==> src/rtl/mem_port_arbiter.sv <==
// Single-port memory arbiter between IF fetch and MEM load/store with a fixed-latency access sequencer.
// Optional statistics counters are enabled by defining MEM_PORT_ARBITER_STATS_EN.
module mem_port_arbiter #(
  parameter int MEM_LAT    = 2,
  parameter int STARVE_MAX = 3,
  parameter int AW         = 32,
  parameter int DW         = 32
) (
  input  logic          clk,
  input  logic          rst,
  input  logic          if_req,
  input  logic [AW-1:0] if_addr,
  output logic [DW-1:0] if_rdata,
  output logic          if_ready,
  input  logic          dm_req,
  input  logic          dm_we,
  input  logic [AW-1:0] dm_addr,
  input  logic [DW-1:0] dm_wdata,
  output logic [DW-1:0] dm_rdata,
  output logic          dm_ready,
  output logic          mem_en,
  output logic          mem_we,
  output logic [AW-1:0] mem_addr,
  output logic [DW-1:0] mem_wdata,
  input  logic [DW-1:0] mem_rdata,
  output logic          stall_if,
  output logic          stall_pipe
`ifdef MEM_PORT_ARBITER_STATS_EN
  ,
  output logic [31:0]   stat_if_grants,
  output logic [31:0]   stat_dm_grants,
  output logic [31:0]   stat_conflict
`endif
);

  localparam int CW = 4;

  typedef enum logic [1:0] {IDLE, WAIT, DONE} state_t;

  state_t        r_state;
  logic [CW-1:0] r_lat_cnt;
  logic [CW-1:0] r_starve_cnt;
  logic          r_owner_dm;
  logic          r_if_ready;
  logic          r_dm_ready;

  logic w_starved;
  logic w_grant_dm;
  logic w_issue;

  // Data wins unless fetch has already waited through STARVE_MAX data grants.
  assign w_starved  = (r_starve_cnt == CW'(STARVE_MAX));
  assign w_grant_dm = dm_req & ~(if_req & w_starved);
  assign w_issue    = rst & (r_state == IDLE) & (if_req | dm_req);

  assign mem_en    = w_issue;
  assign mem_we    = w_issue & w_grant_dm & dm_we;
  assign mem_addr  = !w_issue ? '0 : (w_grant_dm ? dm_addr : if_addr);
  assign mem_wdata = mem_we ? dm_wdata : '0;

  assign if_ready   = r_if_ready;
  assign dm_ready   = r_dm_ready;
  assign if_rdata   = r_if_ready ? mem_rdata : '0;
  assign dm_rdata   = r_dm_ready ? mem_rdata : '0;
  assign stall_if   = if_req & ~r_if_ready;
  assign stall_pipe = dm_req & ~r_dm_ready;

  // NOTE: state registers use non-blocking assignments so every flop samples pre-edge values.
  always_ff @(posedge clk) begin
    if (!rst) begin
      r_state      <= IDLE;
      r_lat_cnt    <= '0;
      r_starve_cnt <= '0;
      r_owner_dm   <= 1'b0;
      r_if_ready   <= 1'b0;
      r_dm_ready   <= 1'b0;
    end else begin
      r_if_ready <= 1'b0;
      r_dm_ready <= 1'b0;
      case (r_state)
        IDLE: begin
          if (!if_req) r_starve_cnt <= '0;
          if (w_issue) begin
            r_owner_dm <= w_grant_dm;
            r_lat_cnt  <= CW'(1);
            if (!w_grant_dm)                 r_starve_cnt <= '0;
            else if (if_req && !w_starved)   r_starve_cnt <= r_starve_cnt + CW'(1);
            if (MEM_LAT == 1) begin
              r_state    <= DONE;
              r_if_ready <= ~w_grant_dm;
              r_dm_ready <= w_grant_dm;
            end else begin
              r_state <= WAIT;
            end
          end
        end
        WAIT: begin
          if (r_lat_cnt == CW'(MEM_LAT - 1)) begin
            r_state    <= DONE;
            r_if_ready <= ~r_owner_dm;
            r_dm_ready <= r_owner_dm;
          end else begin
            r_lat_cnt <= r_lat_cnt + CW'(1);
          end
        end
        DONE: begin
          r_state   <= IDLE;
          r_lat_cnt <= '0;
        end
        default: r_state <= IDLE;
      endcase
    end
  end

`ifdef MEM_PORT_ARBITER_STATS_EN
  logic [31:0] r_stat_if;
  logic [31:0] r_stat_dm;
  logic [31:0] r_stat_conf;

  always_ff @(posedge clk) begin
    if (!rst) begin
      r_stat_if   <= '0;
      r_stat_dm   <= '0;
      r_stat_conf <= '0;
    end else begin
      if (w_issue && !w_grant_dm)                     r_stat_if   <= r_stat_if + 32'd1;
      if (w_issue && w_grant_dm)                      r_stat_dm   <= r_stat_dm + 32'd1;
      if ((r_state == IDLE) && if_req && dm_req)      r_stat_conf <= r_stat_conf + 32'd1;
    end
  end

  assign stat_if_grants = r_stat_if;
  assign stat_dm_grants = r_stat_dm;
  assign stat_conflict  = r_stat_conf;
`endif

endmodule

==> config.mk <==
export PLATFORM = sky130hd
export DESIGN_NAME = mem_port_arbiter
export DESIGN_NICKNAME = d
export VERILOG_FILES = /design/src/rtl/mem_port_arbiter.sv
export SDC_FILE = /design/constraint.sdc
export NUM_CORES = 1
export LEC_CHECK = 0
export CAP_MARGIN = 20
export CORE_ASPECT_RATIO = 1.75
export CORE_MARGIN = 8
export CORE_UTILIZATION = 26
export CTS_BUF_LIST = sky130_fd_sc_hd__clkbuf_4 sky130_fd_sc_hd__clkbuf_8 sky130_fd_sc_hd__clkbuf_16
export DETAILED_ROUTE_END_ITERATION = 12
export PLACE_DENSITY = 0.82
export SLEW_MARGIN = 25
export SYNTH_ARGS = -nofsm -noshare
export SYNTH_HDL_FRONTEND = slang
export SYNTH_SLANG_ARGS = --single-unit
==> constraint.sdc <==
create_clock -name clk -period 1.8 [get_ports clk]
set_input_delay 0.36 -clock clk [delete_from_list [all_inputs] [get_ports clk]]
set_output_delay 0.36 -clock clk [all_outputs]
set_load 0.02 [all_outputs]
==> results of run 1 <==
## cell type report
class | count | area share (%)
multi-input cells | 261 | 34.8
clock buffers | 4 | 1.38
inverters | 10 | 0.710
repair buffers | 325 | 56.8
well taps | 90 | 1.88
flip-flops and latches | 13 | 4.42
## through the flow
stage	setup TNS, ns	worst slack [ns]
after global placement	-61.49	-0.806
after CTS	-14.09	-0.259
after detailed placement	-63.36	-0.827
final	-15.02	-0.264
after global routing	-18.33	-0.322
after floorplan	0	0.0117
## timing repair
action                     4_1_cts  5_1_grt
resized for setup              534      102
setup endpoints to repair      132       72
pin swaps                       36       36
setup buffers                   11        6
gates cloned                     9        2
## state kept, by name, summed over array words and instances, names as in the netlist
signal	count
if_ready	1
r_starve_cnt	4
r_lat_cnt	4
r_owner_dm	1
r_state	2
dm_ready	1
## where the power goes
part | total (W) | switching (W) | leakage (nW) | internal, W
combinational | 0.00262 | 0.00127 | 2.61 | 0.00135
sequential | 0.000388 | 0.0000504 | 0.107 | 0.000338
clock | 0.000446 | 0.000132 | 0.0416 | 0.000315
total | 0.00345 | 0.00145 | 2.76 | 0.00201
## routing by layer
layer | wire (um) | vias up | track usage [%]
li1 | - | 1692 | -
met1 | 5910 | 1728 | 26.8
met2 | 8430 | 246 | 48.5
met5 | 13 | - | 0
met3 | 1540 | 33 | 9.41
met4 | 586 | 2 | 8.06
## layout by cell type (no fill, tap or decap), types with 9 or more instances in the layout
cell type / netlist / final
o21ai_1: 0 / 16
and2_1: 96 / 64
nand3_1: 37 / 29
clkdlybuf4s50_1: 0 / 129
buf_4: 0 / 39
dlygate4sd2_1: 0 / 65
dfxtp_1: 13 / 9
a21oi_2: 0 / 9
and2_4: 0 / 32
o21ai_2: 0 / 14
buf_6: 3 / 71
a21oi_4: 0 / 19
buf_12: 0 / 9
## worst max-delay path, delay by kind of cell (launching register included)
| kind | cells | cell delay [ns] |
|---|---|---|
| and+or+nand+nor | 3 | 0.46 |
| buffers and inverters | 4 | 0.52 |
| adders and majority gates | 1 | 0.16 |
| DFF | 1 | 0.32 |
## cell usage after synthesis, drive strengths merged (2+ instances only)
cell and instances:
nand3b 2, o211ai 4, ha 7, clkbuf 14, dfxtp 13, a21oi 33
inv 10, and4b 3, nand4 4, nand2 6, o21a 2, and3 3
o21ai 35, nand3 37, a21boi 2, nor3 3, and2 96, nor2 3
buf 18
## worst max-delay path by stage
stage,startpoint,to,depth (start not counted)
floorplan,r_starve_cnt[0],mem_wdata[22],5
global route,r_starve_cnt[0],mem_addr[12],7
detailed placement,rst,mem_wdata[13],6
CTS,r_starve_cnt[1],mem_addr[4],7
finish,r_state[1],mem_wdata[29],8
global placement,rst,mem_wdata[27],6
## logic make-up (layout without fill, tap and decap cells)
family | Yosys count | in the layout | synth area share (%)
simple gates | 164 | 164 | 48.3
compound gates | 89 | 89 | 24.8
buf+inv | 42 | 339 | 9.63
mux | 1 | 1 | 0.485
flops | 13 | 13 | 12.6
fa+ha+maj | 7 | 7 | 4.24
==> results.ini, run 1 <==
[critical_path]
required_ns=1.44
r2r_cells=9
reg2reg_slack_ns=-0.03
cp_slowest_cell=dfxtp_2
start_kind=flop
rr_endpoint=r_lat_cnt[0]
cp_max_fo=8
cp.arrival_ns=1.70
crit_chain=inv_2 > ha_4 > nand3_4 > nor3_4 > buf_12 > clkbuf_16 > and2_4 > buf_6
r2r_start=r_state[1]
critical_path_class=flop to output port
max_stage_delay_ns=0.32
end_kind=output port

[route]
ant_nets=0
first_iter_violations=166
drcViolationCount=0
vias=3701
first_pass_iters=4
vias_per_cell=5.26
wl_per_cell_um=23.4
routed_wirelength_um=16500

[hold_path]
hold_path_class=flop to flop
hold_depth=2
holdPathEnd=dm_ready
hold_start=r_owner_dm

[placement]
place_area_mm2=0.00503
place.gp.congestion=0.887
dp.cells=675
portBuffers=266
hpwl_um=11700

[timing]
whs_ns=0.464
setup_violations=68
period_needed_ns=2.06
slew_headroom_pct=67.0
rsz0062_at_grt=yes
clock.fmax_ghz=0.485
post-route-period-util_pct=115
worst_slew_pin_slew_ns=0.489
finalHoldViolations=0
maxSlewViolCount=0
skew_ns=0.00307
fin_ws_ns=-0.264

[yosys]
synthDistinctLibCells=42
syn-mean-instance-area_um2=6.54
synth_area_leaders=and2_1 (29%), dfxtp_1 (13%), nand3_1 (9.0%)
syn-num-nets=456
ys.flop_type=dfxtp_1
synth_edf_count=0
yosys.area.top_type_share_pct=29.1
yosysSeqAreaShare_pct=12.6
ys.warnings.count=0
synth_cells=316
async_flop_share_pct=0
netlist_area_mm2=0.00207
ys_ff_latch=13
synth_top_cell_by_area=and2_1

[finish]
area_growth_syn_to_layout_pct=190
n_antenna_cell=0
multi_input_area_mm2=0.00209
post_route_cells_drive_above_1_share_pct=37.8
nets=754
fillers=536
fin_util_pct=76.9
final_cell_area_mm2=0.00600
final-seq-area_um2=265
fin_cells=703

[power_and_ir_drop]
ir_worst_vdd_mv=0.469
p_leak_nw=2.76
p_total_w=0.00345
p_per_area_mw_per_mm2=576

[floorplan]
initial_core_util_pct=26.5
core_area_mm2=0.00780
die_w_um=83.4
rows=43
die_area_mm2=0.0112
die_h_um=134
io_pins=267

[clock_tree]
cts_hold_buffers=0
htree_levels=1
cts_root_buf=clkbuf_16
tritoncts=done
clk_pin_slew_ns=0.05
cts.sinks=13
cts_made_buffers=3
clock_insertion_delay_worst_skew_ns=0.25
clk_path_buf_depth=2

[global_routing]
grt_max_degree=35
grt_pass1_vias=3903
overflow=0
grt.total_usage_pct=26.4
grt_pass1_wl_um=23300
antenna_found_initial=1

[status]
status=finished, violations left
violations=negative setup slack

[job]
max_cap_violations=0

No activity file was read; power rests on OpenSTA's default activity.
==> run 2: changes to the inputs <==
--- a/config.mk
+++ b/config.mk
@@ -6,12 +6,11 @@
 export NUM_CORES = 1
 export LEC_CHECK = 0
 export CAP_MARGIN = 20
-export CORE_ASPECT_RATIO = 1.75
-export CORE_MARGIN = 8
-export CORE_UTILIZATION = 26
+export CORE_AREA = 2 2 104 106
 export CTS_BUF_LIST = sky130_fd_sc_hd__clkbuf_4 sky130_fd_sc_hd__clkbuf_8 sky130_fd_sc_hd__clkbuf_16
 export DETAILED_ROUTE_END_ITERATION = 12
-export PLACE_DENSITY = 0.82
+export DIE_AREA = 0 0 106 108
+export PLACE_DENSITY = 0.66
 export SLEW_MARGIN = 25
 export SYNTH_ARGS = -nofsm -noshare
 export SYNTH_HDL_FRONTEND = slang
==> results.ini, run 2 (synthesis gave the netlist of run 1 again) <==
[power_and_ir_drop]
p_sw_share_pct=41.6  ; -0.33 points
power_frac_seq_pct=13.6  ; +2.4 points
ir_worst_vdd_mv=0.410  ; -13%
clkPwrFrac_pct=9.9  ; -3.0 points
p_total_w=0.00281  ; -19%
p_comb_share_pct=76.5  ; +0.7 points
p_per_area_mw_per_mm2=517  ; -10%
p_leak_nw=2.61  ; -5.6%
power_switching_w=0.00117  ; -19%
p_int_w=0.00164  ; -18%

[placement]
portBuffers=266  ; unchanged
hpwl_um=9760  ; -17%
place.gp.congestion=0.841  ; -5.2%

[critical_path]
cp.arrival_ns=1.70  ; about the same
start_kind=flop
cp_max_fo=13  ; +5
required_ns=1.44  ; about the same
critical_path_class=flop to output port
cp-startpoint=r_starve_cnt[1]
end_kind=output port
r2r_cells=9  ; unchanged
r2r_start=r_state[0]

[route]
first_pass_iters=4  ; unchanged
drcViolationCount=0  ; unchanged
vias=3396  ; -8.2%
ant_nets=0  ; unchanged
wl_per_cell_um=17.1  ; -27%
first_iter_violations=168  ; +1.2%
routed_wirelength_um=12600  ; -23%
vias_per_cell=4.60  ; -13%

[timing]
maxSlewViolCount=0  ; unchanged
period_needed_ns=2.06  ; -0.00224 ns
setup_tns_ns=-13.87  ; +1.14 ns
clock.fmax_ghz=0.485  ; +0.11%
rsz0062_at_grt=yes
skew_ns=0.00370  ; +0.000626 ns
finalHoldViolations=0  ; unchanged
setup_violations=66  ; -2.9%
fin_ws_ns=-0.261  ; +0.00224 ns
worst_slew_pin_slew_ns=0.308  ; -0.181 ns
post-route-period-util_pct=115  ; -0.12 points
slew_headroom_pct=79.3  ; +12 points

[clock_tree]
htree_levels=1  ; unchanged
clk_path_buf_depth=2  ; unchanged
clock_insertion_delay_worst_skew_ns=0.24  ; about the same
clk_pin_slew_ns=0.06  ; about the same
cts_made_buffers=3  ; unchanged
cts.sinks=13  ; unchanged
cts_root_buf=clkbuf_8
tritoncts=done

[floorplan]
die_area_mm2=0.0114  ; +2.5%
core_area_mm2=0.0102  ; +31%
initial_core_util_pct=20.2  ; -6.3 points
die_w_um=106  ; +27%
io_pins=267  ; unchanged
rows=37  ; -14%
die_h_um=108  ; -19%

[finish]
largest_registers=r_lat_cnt: 4 flops, r_starve_cnt: 4 flops, r_state: 2 flops
fillers=1002  ; +87%
n_antenna_cell=0  ; unchanged
most-common-layout-cells=clkdlybuf4s50_1 (128), dlygate4sd2_1 (70), and2_1 (64)
nets=743  ; -1.5%
post_route_cells_drive_above_1_share_pct=29.1  ; -8.8 points
final_common_cell=clkdlybuf4s50_1
area_growth_syn_to_layout_pct=163

[hold_path]
hold_start=r_owner_dm
hold_depth=1  ; -1
hold_path_class=flop to flop

[global_routing]
grt_max_degree=35  ; unchanged
grt_pass1_vias=3240  ; -17%
antenna_found_initial=0  ; -1
grt.total_usage_pct=20.2  ; -6.2 points
overflow=0  ; unchanged
grt_pass1_wl_um=18500  ; -21%

[status]
violations=negative setup slack
status=finished, violations left

[job]
max_cap_violations=0  ; unchanged

run 2: routing by layer:
layer,track usage (%),wire length (um),up-vias
met4,4.04,281,0
met3,3.92,900,24
met2,36.8,6490,166
met5,0,0,-
li1,-,-,1669
met1,24.8,4950,1537
run 2: worst paths after layout:
path	endpoint	slack, ns
setup reg to reg	r_lat_cnt[0]	0.14
hold reg to reg	if_ready	0.46
hold / removal	if_ready	0.46
setup / recovery	mem_addr[17]	-0.26
run 2: power by group through the flow:
stage,logic (W),registers (W),clock network [W]
after floorplan,0.000909,0.000377,0
after global placement,0.00190,0.000372,0
after detailed placement,0.00193,0.000377,0
after CTS,0.00210,0.000377,0.000287
after global routing,0.00230,0.000389,0.000299
final,0.00215,0.000381,0.000279
run 2: worst max-delay path, stage by stage, from the launching register on:
cell and delay, ns:
dfxtp_2 0.35, ha_4 0.15, and4bb_4 0.29, buf_12 0.15, buf_12 0.13, o21ai_1 0.06, a21oi_1 0.16, buf_4 0.17
run 2: final cells by class:
cell class              instances  area (um2)  area share [%]
multi-input cells             261        1780            32.7
repair buffers                314        3140            57.7
well taps                     136         170            3.13
clock buffers                   4        48.8           0.898
inverters                      10        37.5           0.691
flip-flops and latches         13         265            4.88
run 2: what timing repair did:
action	4_1_cts	5_1_grt
cloned	6	0
pin swaps	41	24
hold buffers	0	0
endpoints found under the setup margin	137	67
resized for setup	515	22
setup buffers	9	5
run 2: through the flow:
step	util [%]	hold slack, ns	setup slack [ns]	instances	instance area (um2)
after floorplan	-	0.423	0.0117	316	2070
after global placement	49.2	0.434	-0.830	716	5030
after detailed placement	49.2	0.459	-0.877	716	5030
after CTS	52.5	0.465	-0.255	734	5370
after global routing	53.1	0.494	-0.306	738	5440
final	53.1	0.464	-0.261	738	5440
==> run 3: changes to the inputs <==
==> constraint.sdc (replaced) <==
create_clock -name clk -period 2.25 [get_ports clk]
set_input_delay 0.45 -clock clk [delete_from_list [all_inputs] [get_ports clk]]
set_output_delay 0.45 -clock clk [all_outputs]
set_load 0.02 [all_outputs]
==> results.ini, run 3 (synthesis gave the netlist of run 1 again) <==
[critical_path]
cp.arrival_ns=1.76  ; +0.06 ns
rr_endpoint=r_lat_cnt[0]
cp_max_fo=13  ; unchanged
critical_path_class=primary input to output port
end_kind=output port
reg2reg_slack_ns=0.49  ; +0.35 ns
r2r_start=r_state[1]
required_ns=1.80  ; +0.36 ns
start_kind=primary input
r2r_cells=6  ; -3

[finish]
largest_registers=r_lat_cnt: 4 flops, r_starve_cnt: 4 flops, r_state: 2 flops
post_route_cells_drive_above_1_share_pct=20.4  ; -8.6 points
most-common-layout-cells=clkdlybuf4s50_1 (195), and2_1 (96), buf_4 (52)
fin_cells=728  ; -1.4%
nets=733  ; -1.3%
area_growth_syn_to_layout_pct=142
final_common_cell=clkdlybuf4s50_1
n_antenna_cell=0  ; unchanged
fillers=1007  ; +0.50%

[global_routing]
met1_usage_pct=24.3  ; -0.44 points
overflow=0  ; unchanged
grt_max_degree=35  ; unchanged
grt_pass1_vias=3189  ; -1.6%
gr-usage-met2_pct=36.5  ; -0.28 points
grt_pass1_wl_um=18300  ; -1.3%
grt.total_usage_pct=20.1  ; -0.053 points
met3_usage_pct=4.16  ; +0.24 points
antenna_found_initial=0  ; unchanged
top_usage_layer=met2

[floorplan]
rows=37  ; unchanged
initial_core_util_pct=20.2  ; unchanged
die_w_um=106  ; unchanged
io_pins=267  ; unchanged
die_area_mm2=0.0114  ; unchanged
die_h_um=108  ; unchanged
core_area_mm2=0.0102  ; unchanged

[placement]
portBuffers=266  ; unchanged
hpwl_um=9850  ; +0.83%
dp.cells=714  ; -0.28%
place.gp.congestion=0.847  ; +0.69%

[route]
ant_nets=0  ; unchanged
first_pass_iters=5  ; +1
vias=3379  ; -0.50%
vias_per_cell=4.64  ; +0.87%
first_iter_violations=159  ; -5.4%
wl_per_cell_um=17.1  ; +0.10%
routed_wirelength_um=12500  ; -1.3%
drcViolationCount=0  ; unchanged

[timing]
maxSlewViolCount=0  ; unchanged
setup_violations=0  ; -100%
finalHoldViolations=0  ; unchanged
clock.fmax_ghz=0.452
whs_ns=0.454  ; -0.0104 ns
rsz0062_at_grt=no
slew_headroom_pct=75.9  ; -3.4 points
post-route-period-util_pct=98.3
skew_ns=0.00388  ; +0.000184 ns
setup_tns_ns=0  ; +13.87 ns
worst_slew_pin_slew_ns=0.361  ; +0.0533 ns
period_needed_ns=2.21

[clock_tree]
clk_path_buf_depth=2  ; unchanged
tritoncts=done
cts_made_buffers=3  ; unchanged
cts_root_buf=clkbuf_8
clk_pin_slew_ns=0.05  ; about the same
clock_insertion_delay_worst_skew_ns=0.24  ; about the same
cts.sinks=13  ; unchanged
htree_levels=1  ; unchanged

[job]
max_cap_violations=0  ; unchanged

[power_and_ir_drop]
p_per_area_mw_per_mm2=407  ; -21%
p_leak_nw=2.13  ; -18%
ir_worst_vdd_mv=0.268  ; -35%

[hold_path]
hold_depth=1  ; unchanged
hold_start=r_owner_dm
holdPathEnd=if_ready
hold_path_class=flop to flop

[status]
status=complete, no violations

[run 3: cell types whose count changed in the layout (fill, tap and decap cells not counted), sizes merged]
| cell | before | now |
|---|---|---|
| dlymetal6s2s | 1 | 0 |
| buf | 113 | 98 |
| clkdlybuf4s50 | 128 | 195 |
| clkbuf | 5 | 7 |
| dlygate4sd2 | 70 | 6 |
| clkdlybuf4s15 | 1 | 0 |
| and4bb | 1 | 2 |
| bufbuf | 0 | 1 |
[run 3: how the worst max path moves through the flow]
stage / from / to / slack (ns) / cells past startpoint
after floorplan: r_starve_cnt[0] / mem_wdata[22] / 0.37 / 5
after global placement: if_req / mem_addr[3] / -0.55 / 6
after detailed placement: if_req / mem_addr[17] / -0.59 / 6
after CTS: if_req / mem_addr[31] / 0.00003 / 8
after global routing: r_starve_cnt[0] / mem_wdata[1] / 0.0003 / 7
final: if_req / mem_addr[17] / 0.04 / 7
[run 3: through the flow]
stage / utilization, % / instance area, um2 / setup slack (ns) / total power [W]
after CTS: 50.1 / 5120 / 0.0000310 / 0.00206
after global routing: 48.8 / 5000 / 0.000267 / 0.00216
final: 48.8 / 5000 / 0.0381 / 0.00203
after detailed placement: 48.8 / 4990 / -0.594 / 0.00183
after floorplan: - / 2070 / 0.372 / 0.00103
after global placement: 48.8 / 4990 / -0.549 / 0.00180
[run 3: critical path, cell delays in order]
cell	delay (ns)
dlygate4sd2_1	0.29
and4bb_4	0.31
buf_12	0.12
buf_12	0.12
o21ai_0	0.08
a21oi_1	0.19
buf_2	0.19
[run 3: timing repair]
item / in CTS / in global routing
pin swaps: 2 / 5
setup buffers: 7 / 1
hold buffers: 0 / 0
endpoints found under the setup margin: 68 / 57
resized for setup: 239 / 60
gates cloned: 3 / 0
[run 3: where the power goes]
group / leakage, nW / total (W) / internal (W) / switching, W
Clock: 0.0262 / 0.000220 / 0.000137 / 0.0000831
Combinational: 2.00 / 0.00152 / 0.000750 / 0.000766
Sequential: 0.107 / 0.000296 / 0.000267 / 0.0000292
Total: 2.13 / 0.00203 / 0.00115 / 0.000878
[run 3: area by class of cell]
type                       instances  area, um2  area share (%)
multi-input combinational        262       1680            33.6
sequential                        13        263            5.26
clock buffer                       4       48.8           0.976
inverter                          10       37.5           0.751
tap                              136        170            3.41
timing repair buffer             303       2800            56.0
[run 3: layer usage]
metal / wire [um] / share of wire [%]
met1: 4980 / 40
met2: 6430 / 52
met3: 851 / 6.8
met4: 198 / 1.6
met5: 0 / 0
==> patch 1, RTL diff (config.mk and constraints of run 3) <==
`DW`: 32 -> 16.
--- a/src/rtl/mem_port_arbiter.sv
+++ b/src/rtl/mem_port_arbiter.sv
@@ -4,7 +4,7 @@
   parameter int MEM_LAT    = 2,
   parameter int STARVE_MAX = 3,
   parameter int AW         = 32,
-  parameter int DW         = 32
+  parameter int DW         = 16
 ) (
   input  logic          clk,
   input  logic          rst,
Interface: changed (5 resized); port bits go from 267 to 187. The function was not compared with the original's and may differ.
==> patch 1 against run 3 <==
Total power shrank 12%; final area shrank 23%; critical path type is now reg -> out; highest routed layer unchanged; wire length shrank 30%; maximum frequency grew 2.3%; synthesized area shrank 16%; sequential cell count is the same; largest cell class unchanged; worst setup slack gained 0.051 ns; sequential share of layout area grew 1.6 points.
==> patch 1: results (changes against run 3) <==
{
  "placed_cell_area": {"value": 0.00395, "unit": "mm2", "change": "was 0.00499 mm2"},
  "post_cts_sizing": {"value": 204, "change": "was 239"},
  "dr_wl_met2": {"value": 4540, "unit": "um", "change": "was 6430 um"},
  "met3RoutedLength": {"value": 673, "unit": "um", "change": "was 851 um"},
  "io_buffer_count": {"value": 186, "change": "was 266"},
  "detail_route.iter0.violations": {"value": 175, "change": "was 159"},
  "worstSetupEndpoint": {"value": "mem_addr[20]", "change": "was mem_addr[17]"},
  "post_synth_main_area_contributors": {"value": "sky130_fd_sc_hd__and2_1, sky130_fd_sc_hd__dfxtp_1, sky130_fd_sc_hd__nand3_1", "change": "unchanged"},
  "max_slew.worst_pin.slew": {"value": 0.434, "unit": "ns", "change": "was 0.361 ns"},
  "global_routing_met2_resource_utilization": {"value": 27.6, "unit": "%", "change": "was 36.5%"},
  "routedLengthMet1": {"value": 3450, "unit": "um", "change": "was 4980 um"},
  "layout-drive-gt1-share": {"value": 23.4, "unit": "%", "change": "was 20.4%"},
  "synthesis.area_per_instance": {"value": 6.66, "unit": "um2", "change": "was 6.54 um2"},
  "timing.rr.end": {"value": "r_lat_cnt[3]$_SDFFE_PN0P_", "change": "was r_lat_cnt[0]$_SDFFE_PN0P_"},
  "fillers": {"value": 1057, "change": "was 1007"},
  "muxShareOfSynthArea": {"value": 0.573, "unit": "%", "change": "was 0.485%"},
  "share_of_the_yosys_chip_area_belonging_to_registers": {"value": 14.9, "unit": "%", "change": "was 12.6%"},
  "cts_post_setup_buffers_inserted": {"value": 4, "change": "was 7"},
  "critPathSlowestCell": {"value": "sky130_fd_sc_hd__dfxtp_1", "change": "was sky130_fd_sc_hd__and4bb_4"},
  "synth_fa_ha_area_share": {"value": 5.02, "unit": "%", "change": "was 4.24%"},
  "track_usage": {"value": 14.3, "unit": "%", "change": "was 20.1%"},
  "clock_skew": {"value": 0.00250, "unit": "ns", "change": "was 0.00388 ns"},
  "detail_route.wl_per_cell": {"value": 14.6, "unit": "um", "change": "was 17.1 um"},
  "setup.worst_path.start": {"value": "r_state[1]$_SDFFE_PN0P_", "change": "was if_req"},
  "routed-via-count": {"value": 2756, "change": "was 3379"},
  "place_congestion": {"value": 0.754, "change": "was 0.847"},
  "post-place-ws": {"value": -0.568, "unit": "ns", "change": "was -0.594 ns"},
  "drtPass1Iterations": {"value": 6, "change": "was 5"},
  "grt_max_degree": {"value": 23, "change": "was 35"},
  "ff2ff_path_depth": {"value": 9, "change": "was 6"},
  "gr_met3_demand_resource": {"value": 2.17, "unit": "%", "change": "was 4.16%"},
  "ys_top_cells_by_count": {"value": "sky130_fd_sc_hd__and2_1, sky130_fd_sc_hd__nand3_1, sky130_fd_sc_hd__o21ai_0", "change": "unchanged"},
  "status": {"value": "finished, final reports clean", "change": "unchanged"},
  "via_count_of_the_first_global_routing_pass": {"value": 2738, "change": "was 3189"}
}
## patch 1: changes by cell type in the layout (fill, tap and decap cells not counted), moves of 2 or more
cell,before,now
sky130_fd_sc_hd__and2_1,96,42
sky130_fd_sc_hd__buf_12,6,4
sky130_fd_sc_hd__and2_2,0,6
sky130_fd_sc_hd__clkbuf_2,3,0
sky130_fd_sc_hd__clkdlybuf4s50_1,195,132
sky130_fd_sc_hd__buf_4,52,40
## patch 1: area by class of cell
cell class | instances | area (um2) | area share, %
repair buffers | 222 | 1970 | 51.2
multi-input cells | 213 | 1360 | 35.3
flip-flops and latches | 13 | 263 | 6.83
well taps | 136 | 170 | 4.42
clock buffers | 4 | 48.8 | 1.27
inverters | 10 | 37.5 | 0.976
## patch 1: where the power goes
part	internal, W	switching (W)
sequential	0.000266	0.0000404
clock	0.000138	0.0000949
combinational	0.000618	0.000641
total	0.00102	0.000776
==> patch 2, RTL diff (flow settings as in run 3) <==
Without the edit above. Re-encode `state_t` (3 states) as one-hot, 3 bits wide.
--- a/src/rtl/mem_port_arbiter.sv
+++ b/src/rtl/mem_port_arbiter.sv
@@ -35,7 +35,7 @@
 
   localparam int CW = 4;
 
-  typedef enum logic [1:0] {IDLE, WAIT, DONE} state_t;
+  typedef enum logic [2:0] {IDLE = 3'b001, WAIT = 3'b010, DONE = 3'b100} state_t;
 
   state_t        r_state;
   logic [CW-1:0] r_lat_cnt;
Behaviour: same outputs for any inputs over 10 cycles, from zero or initial values and one cycle with rst low; not proved beyond that.
==> patch 2 against run 3 <==
The flow now finishes with violations (setup timing); synthesized area decreased by 12%; worst setup slack lost 0.10 ns; highest routed layer unchanged; via count fell by 7.5%; total power down 38%; register-to-register slack worse by 0.16 ns; final area is 10% higher; largest power group unchanged; wire length fell by 12%; final cell count fell by 1.8%; combinational power down 48%; critical path type is now reg -> out; sequential share of layout area is 0.067 points lower; sequential cell count grew 1.
==> patch 2: results (changes against run 3) <==
{
  "status": {"value": "complete, but fails checks", "change": "was finished, final reports clean"},
  "failed_checks": "setup timing",
  "regToRegSetupSlack": {"value": 0.33, "unit": "ns", "change": "was 0.49 ns"},
  "dpl.cell_count": {"value": 694, "change": "was 714"},
  "largest_registers": {"value": "r_lat_cnt (4), r_starve_cnt (4), r_state (3)", "change": "was r_lat_cnt (4), r_starve_cnt (4), r_state (2)"},
  "final-setup-viol-count": {"value": 41, "change": "was 0"},
  "placed_cell_area": {"value": 0.00476, "unit": "mm2", "change": "was 0.00499 mm2"},
  "holdWs": {"value": 0.438, "unit": "ns", "change": "was 0.454 ns"},
  "power_density": {"value": 230, "unit": "mW/mm2", "change": "was 407 mW/mm2"},
  "finalNetCount": {"value": 717, "change": "was 733"},
  "routed-via-count": {"value": 3127, "change": "was 3379"},
  "ys_top_cells_by_count": {"value": "sky130_fd_sc_hd__and2_1, sky130_fd_sc_hd__nand2_1, sky130_fd_sc_hd__a21oi_1", "change": "was sky130_fd_sc_hd__and2_1, sky130_fd_sc_hd__nand3_1, sky130_fd_sc_hd__o21ai_0"},
  "post_synth_main_area_contributors": {"value": "sky130_fd_sc_hd__and2_1, sky130_fd_sc_hd__dfxtp_1, sky130_fd_sc_hd__nand2_1", "change": "was sky130_fd_sc_hd__and2_1, sky130_fd_sc_hd__dfxtp_1, sky130_fd_sc_hd__nand3_1"},
  "track_usage": {"value": 16.7, "unit": "%", "change": "was 20.1%"},
  "synth_cell_types": {"value": 35, "change": "was 42"},
  "post-dp-hpwl": {"value": 7850, "unit": "um", "change": "was 9850 um"},
  "yosys_warnings": {"value": 0, "change": "unchanged"},
  "layout-drive-gt1-share": {"value": 38.3, "unit": "%", "change": "was 20.4%"},
  "max-vdd-ir-drop": {"value": 0.183, "unit": "mV", "change": "was 0.268 mV"},
  "cp_data_arrival_time": {"value": 1.86, "unit": "ns", "change": "was 1.76 ns"},
  "totalNegativeSetupSlack": {"value": -1.39, "unit": "ns", "change": "was 0 ns"},
  "routed_wl": {"value": 10900, "unit": "um", "change": "was 12500 um"},
  "detail_route.iter0.violations": {"value": 134, "change": "was 159"},
  "share_of_the_yosys_chip_area_belonging_to_registers": {"value": 15.4, "unit": "%", "change": "was 12.6%"},
  "grt_first_pass_wirelength": {"value": 15200, "unit": "um", "change": "was 18300 um"},
  "fillers": {"value": 920, "change": "was 1007"},
  "drtPass1Iterations": {"value": 4, "change": "was 5"},
  "cp_max_fo": {"value": 8, "change": "was 13"},
  "syn_nets": {"value": 428, "change": "was 456"},
  "internal_power": {"value": 0.000832, "unit": "W", "change": "was 0.00115 W"},
  "fin_ws": {"value": -0.0617, "unit": "ns", "change": "was 0.0381 ns"}
}
==> patch 2: cell types whose count changed in the layout (fill, tap and decap cells not counted), sizes merged, moves of 4 or more <==
cell,before,now
nand2,6,74
nand3,37,2
o21ai,35,5
inv,10,1
nor2b,1,6
ha,7,3
nand4,4,0
==> patch 2: routing by layer <==
metal	GRT usage, %	up-vias	wire length (um)
li1	-	1518	-
met1	17.4	1446	3820
met2	33.7	155	6020
met3	3.92	8	928
met4	3.29	0	147
met5	0	-	0
==> patch 2: worst paths after layout <==
kind,startpoint,to
max,r_starve_cnt[0]$_SDFFE_PN0N_,mem_wdata[27]
min,r_owner_dm$_SDFFE_PN0P_,if_ready$_SDFF_PN0_
max reg2reg,r_lat_cnt[1]$_SDFFE_PN0P_,r_lat_cnt[2]$_SDFFE_PN0P_
min reg2reg,r_owner_dm$_SDFFE_PN0P_,if_ready$_SDFF_PN0_
==> patch 2: area by class of cell <==
class                           count  area share, %
Multi-Input combinational cell    259           34.5
Inverter                            2          0.228
Sequential cell                    14           5.19
Timing Repair Buffer              301           56.2
Tap cell                          136           3.10
Clock buffer                        3          0.751
==> patch 2: per-stage QoR <==
step           worst slack [ns]  total power [W]
4_1_cts                 -0.0960          0.00117
3_5_place_dp             -0.890         0.000911
6_report                -0.0617          0.00126
2_1_floorplan         0.0000295         0.000507
3_3_place_gp             -0.857         0.000902
5_1_grt                  -0.134          0.00134
==> patch 2: timing repair <==
| action | in CTS | in global routing |
|---|---|---|
| endpoints found under the hold margin | 0 | 0 |
| setup buffers | 11 | 2 |
| pin swaps | 29 | 50 |
| setup endpoints to repair | 68 | 65 |
| gates cloned | 6 | 3 |
| resized for setup | 398 | 129 |
==> patch 2: logic make-up after synthesis <==
logic type	count (synthesis)	synth area share, %
AOI/OAI and AO/OA	50	15.7
and+or+nand+nor	200	59.0
muxes	2	1.10
buffers and inverters	23	6.76
DFF	14	15.4
adders and majority gates	3	2.07
==> patch 2: power groups by stage <==
stage	clock, W	sequential, W	combinational (W)
after floorplan	0	0.000275	0.000232
after global routing	0.000222	0.000266	0.000848
after CTS	0.000210	0.000265	0.000692
final	0.000201	0.000265	0.000798
after global placement	0	0.000269	0.000633
after detailed placement	0	0.000270	0.000641
==> patch 2: worst max-delay path, cell delays in order, from the launching register on <==
cell,delay (ns)
sky130_fd_sc_hd__dfxtp_2,0.35
sky130_fd_sc_hd__ha_4,0.14
sky130_fd_sc_hd__nor3b_4,0.29
sky130_fd_sc_hd__a21boi_4,0.12
sky130_fd_sc_hd__buf_12,0.14
sky130_fd_sc_hd__buf_6,0.12
sky130_fd_sc_hd__and3_4,0.17
sky130_fd_sc_hd__and2_4,0.16
sky130_fd_sc_hd__buf_6,0.12
